<file path="src/rtl/stream_video_sink_pkg.sv">
// Shared definitions for the video stream sink: FSM state encoding and counter widths.
package stream_video_sink_pkg;

    localparam int FRAME_CNT_W = 16;

    typedef logic [0:0] sink_state_t;

    localparam sink_state_t SEEK_SOF = 1'b0;
    localparam sink_state_t ACTIVE   = 1'b1;

endpackage

</file>
<file path="src/rtl/stream_frame_counter.sv">
// Pixel/line position tracker for one video frame; flags line and frame ends and
// tlast placement errors for the beat currently being accepted.
module stream_frame_counter
    import stream_video_sink_pkg::*;
#(
    parameter int FRAME_WIDTH  = 20,
    parameter int FRAME_HEIGHT = 10
) (
    input  logic clk,
    input  logic rst,
    input  logic step,
    input  logic sof,
    input  logic tlast,
    output logic line_end,
    output logic frame_end,
    output logic eol_early,
    output logic eol_late
);

    localparam int XW = (FRAME_WIDTH  > 1) ? $clog2(FRAME_WIDTH)  : 1;
    localparam int YW = (FRAME_HEIGHT > 1) ? $clog2(FRAME_HEIGHT) : 1;

    logic [XW-1:0] x;
    logic [XW-1:0] x_eff;
    logic [YW-1:0] y;
    logic [YW-1:0] y_eff;
    logic          last_pix;
    logic          last_line;

    // A start-of-frame beat is evaluated as pixel (0,0) before any end-of-line rule.
    always_comb begin
        x_eff     = sof ? '0 : x;
        y_eff     = sof ? '0 : y;
        last_pix  = (x_eff == XW'(FRAME_WIDTH - 1));
        last_line = (y_eff == YW'(FRAME_HEIGHT - 1));
        line_end  = step && (tlast || last_pix);
        frame_end = line_end && last_line;
        eol_early = step && tlast && !last_pix;
        eol_late  = step && last_pix && !tlast;
    end

    always_ff @(posedge clk) begin
        if (!rst) begin
            x <= '0;
            y <= '0;
        end else if (step) begin
            if (line_end) begin
                x <= '0;
                y <= last_line ? '0 : y_eff + YW'(1);
            end else begin
                x <= x_eff + XW'(1);
                y <= y_eff;
            end
        end
    end

endmodule

</file>
<file path="src/rtl/stream_video_sink.sv">
// AXI4-Stream video sink: checks frame/line framing, XORs pixel data per frame and
// reports completed frames with sticky framing-error flags.
//
// state    | meaning
// SEEK_SOF | waiting for a tuser beat; other beats are dropped silently
// ACTIVE   | inside a frame, tracking x/y and accumulating the data XOR
module stream_video_sink
    import stream_video_sink_pkg::*;
#(
    parameter int DATA_WIDTH   = 24,
    parameter int FRAME_WIDTH  = 20,
    parameter int FRAME_HEIGHT = 10
) (
    input  logic                   clk,
    input  logic                   rst,
    input  logic [DATA_WIDTH-1:0]  s_axis_video_tdata,
    input  logic                   s_axis_video_tvalid,
    output logic                   s_axis_video_tready,
    input  logic                   s_axis_video_tuser,
    input  logic                   s_axis_video_tlast,
    input  logic                   ready_en,
    input  logic                   err_clr,
    output logic                   frame_done,
    output logic                   frame_ok,
    output logic [FRAME_CNT_W-1:0] frame_cnt,
    output logic [DATA_WIDTH-1:0]  frame_xor,
    output logic                   err_sof_early,
    output logic                   err_eol_early,
    output logic                   err_eol_late
);

    sink_state_t           state;
    logic                  beat;
    logic                  in_active;
    logic                  step;
    logic                  sof_early;
    logic                  line_end;
    logic                  frame_end;
    logic                  eol_early;
    logic                  eol_late;
    logic                  frame_err;
    logic                  frame_err_next;
    logic [DATA_WIDTH-1:0] xor_acc;
    logic [DATA_WIDTH-1:0] xor_next;

    always_comb begin
        beat      = s_axis_video_tvalid && s_axis_video_tready;
        in_active = (state == ACTIVE);
        step      = beat && (in_active || s_axis_video_tuser);
        sof_early = beat && in_active && s_axis_video_tuser;
        xor_next  = s_axis_video_tuser ? s_axis_video_tdata : (xor_acc ^ s_axis_video_tdata);
        // A restarted frame inherits the error of the sof that aborted its predecessor.
        frame_err_next = (s_axis_video_tuser ? 1'b0 : frame_err) | sof_early | eol_early | eol_late;
    end

    stream_frame_counter #(
        .FRAME_WIDTH  (FRAME_WIDTH),
        .FRAME_HEIGHT (FRAME_HEIGHT)
    ) u_counter (
        .clk       (clk),
        .rst       (rst),
        .step      (step),
        .sof       (s_axis_video_tuser),
        .tlast     (s_axis_video_tlast),
        .line_end  (line_end),
        .frame_end (frame_end),
        .eol_early (eol_early),
        .eol_late  (eol_late)
    );

    always_ff @(posedge clk) begin
        if (!rst) begin
            state               <= SEEK_SOF;
            s_axis_video_tready <= 1'b0;
            xor_acc             <= '0;
            frame_err           <= 1'b0;
            frame_done          <= 1'b0;
            frame_ok            <= 1'b0;
            frame_cnt           <= '0;
            frame_xor           <= '0;
        end else begin
            s_axis_video_tready <= ready_en;
            frame_done          <= 1'b0;
            if (step) begin
                xor_acc   <= xor_next;
                frame_err <= frame_err_next;
                state     <= frame_end ? SEEK_SOF : ACTIVE;
            end
            if (frame_end) begin
                frame_done <= 1'b1;
                frame_ok   <= !frame_err_next;
                frame_xor  <= xor_next;
                frame_cnt  <= frame_cnt + FRAME_CNT_W'(1);
            end
        end
    end

    // Sticky flags: a new error event takes priority over a concurrent clear.
    always_ff @(posedge clk) begin
        if (!rst) begin
            err_sof_early <= 1'b0;
            err_eol_early <= 1'b0;
            err_eol_late  <= 1'b0;
        end else begin
            if (sof_early)    err_sof_early <= 1'b1;
            else if (err_clr) err_sof_early <= 1'b0;
            if (eol_early)    err_eol_early <= 1'b1;
            else if (err_clr) err_eol_early <= 1'b0;
            if (eol_late)     err_eol_late  <= 1'b1;
            else if (err_clr) err_eol_late  <= 1'b0;
        end
    end

endmodule

</file>
<file path="config.mk">
export PLATFORM = sky130hd
export DESIGN_NAME = stream_video_sink
export DESIGN_NICKNAME = d
export VERILOG_FILES = /design/src/rtl/stream_video_sink_pkg.sv /design/src/rtl/stream_frame_counter.sv /design/src/rtl/stream_video_sink.sv
export SDC_FILE = /design/constraint.sdc
export NUM_CORES = 1
export LEC_CHECK = 0
export CAP_MARGIN = 5
export CORE_MARGIN = 2
export CORE_UTILIZATION = 45
export CTS_BUF_LIST = sky130_fd_sc_hd__clkbuf_2 sky130_fd_sc_hd__clkbuf_4 sky130_fd_sc_hd__clkbuf_8
export DETAILED_ROUTE_END_ITERATION = 10
export PLACE_DENSITY = 0.71
export SLEW_MARGIN = 40
export SYNTH_ARGS = -nofsm -noshare
export SYNTH_HDL_FRONTEND = slang
export SYNTH_HIERARCHICAL = 1
export SYNTH_SLANG_ARGS = --single-unit
</file>
<file path="constraint.sdc">
create_clock -name clk -period 3.1 [get_ports clk]
set_input_delay 0.465 -clock clk [delete_from_list [all_inputs] [get_ports clk]]
set_output_delay 0.465 -clock clk [all_outputs]
set_load 0.1 [all_outputs]
</file>
Yosys cells after proc, flatten, opt, wreduce, memory -nomap -nowiden:

Index checks and enable logic that the tools add are counted.

* logic and storage cells: 53
* input port bits: 31
* latch bits: 0
* memory bits (writable): 0
* register bits: 81
* memories: 0
* output and inout bits: 46
* bits in read-only memories: 0

* bitwise gates (word level): 4
* reduce and logical (&&, ||, !) cells: 18
* add/subtract/negate cells: 3
* multiplexer cells: 13
* div/mod/pow operators: 0
* multipliers: 0
* eq/ne operators: 2
* order comparisons: 0
* shift-type cells: 0

Operators with widths (count)
* two-way mux 24 bit: 1
* bitwise XOR 24 bit: 1
* adder 16 x 1 -> 16 bit, second input constant: 1
* two-way mux 4 bit: 3
* logical AND 1 bit: 10
* two-way mux 5 bit: 2
* two-way mux 1 bit: 7
* nonzero test 2 bit: 3
* adder 5 x 1 -> 5 bit, second input constant: 1
* == test 5 bit, second input constant: 1
* adder 4 x 1 -> 4 bit, second input constant: 1
* == test 4 bit, second input constant: 1
* logical NOT 1 bit: 3
* bitwise OR 1 bit: 3
* logical OR 1 bit: 2

Depth between registers and ports, before layout:

Gate-level depths: netlist (run 1).

* word-level depth: 7
* depth in mapped cells: 10
* gate-level depth less buffers: 9

By module:

Netlist (run 1), hierarchy kept.

Modules (own cells, without submodules)
* stream_video_sink: area an instance 3334.4 um^2, cells an instance 397, seq. area each 1441.4 um^2, times used 1
* stream_frame_counter: area an instance 613.1 um^2, cells an instance 70, seq. area each 180.2 um^2, times used 1

Worst setup path after synthesis (run 1):

OpenSTA, ideal clock, no wires.

* path type: register -> register
* from: reg s_axis_video_tready
* to: reg frame_cnt[15]
* data arrival time: 3.098 ns
* setup slack: -0.119 ns
* stages on the path, launching flop included: 11
* setup time: 0.122 ns
* cells stage by stage: dfxtp_1 o211ai_2 inv_1 buf_2 buf_6 o2111ai_4 nor3b_1 and4_1 and4_1 nand3_1 mux2i_1

* longest elaborated chain between the ends: 4

RTL lines
* start, declared: line stream_video_sink.sv:18 `output logic s_axis_video_tready,`
* start signal, assigned: line stream_video_sink.sv:82 `s_axis_video_tready <= ready_en;`
* logical AND 1 bit: line stream_video_sink.sv:47 `beat = s_axis_video_tvalid && s_axis_video_tready;`
* logical AND 1 bit: line stream_video_sink.sv:49 `step = beat && (in_active || s_axis_video_tuser);`
* via step: line stream_video_sink.sv:35 `logic step;`
* logical AND 1 bit: line stream_frame_counter.sv:36 `line_end = step && (tlast || last_pix);`
* logical AND 1 bit: line stream_frame_counter.sv:37 `frame_end = line_end && last_line;`
* via frame_end: line stream_video_sink.sv:38 `logic frame_end;`
* end signal, assigned: line stream_video_sink.sv:93 `frame_cnt <= frame_cnt + FRAME_CNT_W'(1);`
* end, declared: line stream_video_sink.sv:25 `output logic [FRAME_CNT_W-1:0] frame_cnt,`

The timed path passes the listed nets, and every way through them passes these cells.
A chain may end at the register's enable or synchronous reset.

Worst setup path in the final report (run 1):

* from: reg u_counter.x[0]
* to: reg frame_cnt[5]

* longest elaborated chain between the ends: 5

RTL lines
* start, declared: line stream_frame_counter.sv:23 `logic [XW-1:0] x;`
* start signal, assigned: line stream_frame_counter.sv:51 `x <= x_eff + XW'(1);`
* two-way mux 5 bit: line stream_frame_counter.sv:32 `x_eff = sof ? '0 : x;`
* == test 5 bit: line stream_frame_counter.sv:34 `last_pix = (x_eff == XW'(FRAME_WIDTH - 1));`
* logical OR 1 bit: line stream_frame_counter.sv:36
* logical AND 1 bit: line stream_frame_counter.sv:36
* logical AND 1 bit: line stream_frame_counter.sv:37
* via frame_end: line stream_video_sink.sv:38

The timed path passes the listed nets, and every way through them passes these cells.

==> results of run 1 <==
==> worst max-delay path, stage by stage (launching register included) <==
cell	delay (ns)
dfxtp_1	0.35
nor2b_1	0.21
ha_1	0.27
and4bb_4	0.33
o2111ai_4	0.15
nor3b_2	0.28
buf_12	0.30
nand4_1	0.18
or3_1	0.35
a21oi_1	0.14
==> per-stage QoR <==
stage                     power, uW  utilization (%)
final                          2090             56.5
after global placement         1260             54.0
after floorplan                1190                -
after global routing           2190             56.5
after CTS                      2110             56.5
after detailed placement       1260             54.0
==> routing by layer <==
| layer | GRT usage (%) | part of all wire (%) |
|---|---|---|
| met1 | 24.6 | 48 |
| met2 | 31.5 | 46 |
| met3 | 3.53 | 3.8 |
| met4 | 7.37 | 1.4 |
| met5 | 0 | 0 |
==> area by class of cell <==
cell class                      count  area, sq um
Fill cell                         810         3730
Multi-Input combinational cell    348         2140
Sequential cell                    81         1620
Timing Repair Buffer               85          721
Clock buffer                       10          138
Tap cell                          108          135
Clock inverter                      5         80.1
Inverter                            5         18.8
==> registers in the layout (all words and copies together) (netlist names) <==
register,count
frame_done,1
s_axis_video_tready,1
err_eol_late,1
u_counter/y,4
frame_xor,24
in_active,1
frame_err,1
frame_ok,1
err_sof_early,1
frame_cnt,16
xor_acc,24
u_counter/x,5
err_eol_early,1
==> cells by family after synthesis <==
family                   count (synthesis)  synth area share (%)
adder cells (fa/ha/maj)                  2                 0.634
XOR/XNOR                                36                  7.99
AND/OR/NAND/NOR                        177                  22.4
multiplexers                             7                  1.81
buffers and inverters                   38                  4.75
AO/OA/AOI/OAI                          126                  21.4
flip-flops                              81                  41.1
==> report_power, final <==
part	total [uW]	internal, uW	switching [uW]
combinational	176	80.1	95.7
clock	847	470	377
sequential	1060	1050	11.4
total	2090	1600	484
==> path summary, 6_finish.rpt <==
check / start / to / slack (ns) / cells after the start
worst min-delay path: frame_xor[17]$_SDFFE_PN0P_ / frame_xor[17]$_SDFFE_PN0P_ / 0.49 / 2
worst max-delay path: u_counter/x[0]$_SDFFE_PN0P_ / frame_cnt[5]$_SDFFE_PN0P_ / 0.48 / 9
worst max register to register: u_counter/x[0]$_SDFFE_PN0P_ / frame_cnt[5]$_SDFFE_PN0P_ / 0.48 / 9
worst min register to register: frame_xor[17]$_SDFFE_PN0P_ / frame_xor[17]$_SDFFE_PN0P_ / 0.49 / 2
==> cell usage in the layout, fill, tap and decap left out, types with 25 or more instances in the layout <==
cell	n
nor2b_1	29
nand2_1	35
a22oi_1	26
dfxtp_1	80
buf_4	54
xnor2_1	29
nor2_1	65
clkdlybuf4s50_1	29
a211oi_1	25
o21ai_0	54
==> flow_summary_export.csv, run 1 <==
group,metric,value,unit
status,status,"finished, final reports clean",
grt,grt_first_pass_wirelength,15100,um
placed_design,place.gp.congestion,0.749,
grt,antenna_found_initial,0,
synth,synth-seq-area-share,41.1,%
floorplanning,start_util,45.9,%
critical_path,criticalPathCategory,"reg2reg",
floorplanning,fp.dieW,97.7,um
clock_network,clock-sinks,81,
floorplanning,io_pins,77,
floorplanning,die_area,9540,sq um
power_and_ir_drop,p_per_area,429,nW/um^2
grt,globalRouteOverflowTotal,0,
synth,synth_area_leader_cell,"dfxtp_1",
sta,hold_ws,0.491,ns
critical_path,crit_fanout,59,
synth,synthFlopType,"dfxtp_1",
placed_design,port_buffers,76,
critical_path,worst_ep_required_time,3.38,ns
placed_design,place_area,4640,sq um
placed_design,place_inst,627,
sta,setup_slack,0.480,ns
clock_network,cts_setup_buffers,0,
synth,yosysMostFrequentCell,"dfxtp_1",
grt,grt_usage,19.0,%
clock_network,clock_latency,0.35,ns
route,wl,8730,um
synth,synth_async_sr_flop_share,0,%
sta,rsz0062_at_grt,"false",
sta,hold_violations,0,
route,first_iter_violations,178,
route,ant_nets,0,
final_layout,diodes,0,
final_layout,fin_area,4860,sq um
final_layout,nets,563,
critical_path,cp-end-kind,"register",
route,drc,0,
sta,slew_headroom,66.5,%
clock_network,htree_levels,3,
clock_network,cts_tree,"yes",
placed_design,hpwl,5740,um
power_and_ir_drop,cellLeakagePower,0.00174,uW
placed_design,preCtsSetupSlack,0.209,ns
synth,synthTopCellsByCount,"dfxtp_1, nor2_1, o21ai_0, nand2_1",
sta,skew,0.0109,ns
route,via_count,3462,
power_and_ir_drop,vdd_drop_max,0.000223,V
critical_path,worstSetupStartpointType,"register",
clock_network,cts_buffers,9,
sta,period_share,84.5,%
floorplanning,die_h,97.7,um
sta,period_minus_slack,2.62,ns
sta,max_freq,382,MHz
route,first_pass_iters,4,
clock_network,cts_resized,0,
sta,setup_viol,0,
synth,synth_fp_nets,500,
clock_network,cts_hold_buffers,0,
grt,grt_max_degree,60,
synth,syn-cell-area,3950,sq um
synth,ys_ff_latch,81,
clock_network,cts_root_buffer,"clkbuf_8",
sta,fin_tns_setup,0,ns
sta,worstMarginPinSlew,0.501,ns
final_layout,stdcell_count,642,
synth,synthCells,467,
job,drv_cap,0,
route,wl_per_cell,13.6,um
synth,synth_area_per_cell,8.45,sq um
clock_network,cts.path.max_buffers,2,
sta,slew_violations,0,
clock_network,clk_pin_slew_worst_paths,0.09,ns
synth,ys_types,47,
floorplanning,rows,34,
grt,grt_pass1_vias,3226,
floorplanning,core,8590,sq um
synth,yosys_warnings,6,
route,via_per_inst,5.39,
synth,synth_top_area_share,41.1,%
critical_path,cp.arrival,2.90,ns
final_layout,syn_to_final_growth,23.1,%
synth,ys_top_cells_by_area,"dfxtp_1, o21ai_0, xnor2_1",
final_layout,drive_gt1_share,15.2,%
synth,synth_edf_count,0,
hold_path,hold_path_class,"reg2reg",
No activity file was read; power rests on OpenSTA's default activity.
==> inputs of run 2 (changes only) <==
- PLACE_DENSITY: 0.71 -> 0.74
- clock period: 3.1 -> 2.2 ns (I/O delays scaled with it)
==> run 2 against run 1 <==
- critical path depth unchanged
- sequential power rose by 42%
- worst setup slack got worse by 0.46 ns
- worst hold slack worse by 0.093 ns
- register-to-register slack got worse by 0.46 ns
- utilization increased by 2.3 points
==> flow_summary_export.csv, run 2 (synthesis gave the netlist of run 1 again) <==
group,metric,value,unit
sta,max_freq,459,MHz
sta,rsz0062_at_grt,"true",
floorplanning,rows,34,
grt,grt_first_pass_wirelength,14800,um
clock_network,cts_tree,"yes",
clock_network,cts_buffers,9,
sta,slew_headroom,52.0,%
critical_path,reg2reg_depth,9,
status,status,"finished, final reports clean",
power_and_ir_drop,vdd_drop_max,0.000283,V
sta,worstMarginPinSlew,0.720,ns
clock_network,clock_latency,0.35,ns
route,first_pass_iters,4,
grt,grt_pass1_vias,3194,
final_layout,syn_to_final_growth,28.1,%
route,highest_layer,"met4",
route,wl_per_cell,13.9,um
critical_path,cp_cell_sequence,"nor2b_4 -> ha_4 -> and4bb_4 -> o2111ai_4 -> nor3b_4 -> and4_4 -> and4_4 -> nand3_2 -> mux2i_1",
clock_network,cts_root_buffer,"clkbuf_8",
critical_path,cp-end-kind,"register",
critical_path,worstSetupStartpointType,"register",
route,via_count,3515,
placed_design,port_buffers,76,
route,first_iter_violations,200,
route,met2WireLength,4610,um
grt,antenna_found_initial,0,
floorplanning,die_area,9540,sq um
sta,period_share,99.1,%
clock_network,clock-sinks,81,
final_layout,nFillCells,800,
sta,period_minus_slack,2.18,ns
critical_path,crit_path_max_incr_delay,0.34,ns
power_and_ir_drop,p_total,2960,uW
final_layout,nets,578,
critical_path,rr_endpoint,"frame_cnt[14]$_SDFFE_PN0P_",
hold_path,hold_start,"s_axis_video_tuser",
final_layout,stdcell_count,658,
final_layout,layout_common_cells,"dfxtp_1, buf_4, nor2_1, o21ai_0, nand2_1",
critical_path,cp.arrival,2.45,ns
placed_design,place_inst,640,
placed_design,hpwl,6200,um
power_and_ir_drop,cellLeakagePower,0.00183,uW
clock_network,cts.path.max_buffers,2,
floorplanning,die_h,97.7,um
critical_path,crit_fanout,4,
sta,hold_ws,0.398,ns
critical_path,criticalPathCategory,"reg2reg",
grt,globalRouteOverflowTotal,0,
final_layout,final_common_cell,"dfxtp_1",
hold_path,hold_depth,3,
final_layout,top_regs,"frame_xor: 24 flops, xor_acc: 24 flops, frame_cnt: 16 flops",
power_and_ir_drop,p_per_area,585,nW/um^2
route,drt-met1-wl,4110,um
final_layout,drive_gt1_share,19.6,%
route,wl,9150,um
job,drv_cap,0,
floorplanning,fp.dieW,97.7,um
sta,skew,0.00811,ns
critical_path,reg2reg_from,"u_counter/x[0]$_SDFFE_PN0P_",
placed_design,place.gp.congestion,0.784,
grt,grt_usage,18.8,%
sta,hold_violations,0,
grt,grt_max_degree,83,
sta,slew_violations,0,
clock_network,clk_pin_slew_worst_paths,0.08,ns
floorplanning,start_util,45.9,%
clock_network,cts_hold_buffers,0,
critical_path,worst_ep_required_time,2.47,ns
sta,fin_tns_setup,0,ns
hold_path,whs_endpoint,"u_counter/x[0]$_SDFFE_PN0P_",
critical_path,reg2reg_slack,0.02,ns
critical_path,cpMostUsedCell,"and4_4",
floorplanning,io_pins,77,
clock_network,htree_levels,3,
route,drc,0,
route,via_per_inst,5.34,
critical_path,slowest_stage,"dfxtp_2",
hold_path,hold_path_class,"in2reg",
floorplanning,core,8590,sq um
route,ant_nets,0,
final_layout,diodes,0,
route,met3_length,284,um
sta,setup_viol,0,
[run 2: worst max-delay path by stage]
stage                                start                          to  cells after the start
4_1_cts        u_counter/x[0]$_SDFFE_PN0P_  frame_cnt[14]$_SDFFE_PN0P_                      9
3_3_place_gp           s_axis_video_tvalid   frame_cnt[6]$_SDFFE_PN0P_                     10
2_1_floorplan           s_axis_video_tuser  frame_cnt[15]$_SDFFE_PN0P_                     10
5_1_grt        u_counter/x[0]$_SDFFE_PN0P_   frame_cnt[5]$_SDFFE_PN0P_                      9
3_5_place_dp            s_axis_video_tuser   frame_cnt[5]$_SDFFE_PN0P_                     10
6_report       u_counter/x[0]$_SDFFE_PN0P_  frame_cnt[14]$_SDFFE_PN0P_                      9
[run 2: area by class of cell]
cell class              count  area (sq um)  share of cell area (%)
clock buffers              11           139                    2.75
clock inverters             5          78.8                    1.56
inverters                   5          18.8                   0.371
multi-input cells         348          2210                    43.6
flip-flops and latches     81          1630                    32.2
well taps                 108           135                    2.67
repair buffers            100           853                    16.9
[run 2: critical path: cells and delay by family, from the launching register on]
kind,cells,cell delay (ns)
DFF,1,0.34
muxes,1,0.18
AOI/OAI and AO/OA,1,0.14
and+or+nand+nor,6,1.29
adders and majority gates,1,0.14
[run 2: metal layers]
metal	vias up	GRT usage, %
li1	1792	-
met1	1660	23.1
met2	52	32.4
met3	11	3.31
met4	0	7.80
met5	-	0
[run 2: what timing repair did]
| item | CTS | global route |
|---|---|---|
| endpoints found under the setup margin | 2 | 17 |
| pin swaps | 2 | 5 |
| resized for setup | 5 | 7 |
| buffers inserted | 0 | 3 |
[run 2: metrics by stage]
step	worst slack, ns	area [sq um]	util [%]
floorplan	-0.145	3990	-
global placement	-0.0264	4780	55.6
detailed placement	-0.152	4780	55.6
CTS	0.00537	5010	58.3
global route	-0.0728	5060	58.9
finish	0.0204	5060	58.9
[run 2: power breakdown]
part           internal (uW)  leakage (uW)  switching, uW
registers               1480      0.000655           17.8
logic                    120       0.00106            140
clock network            666      0.000115            535
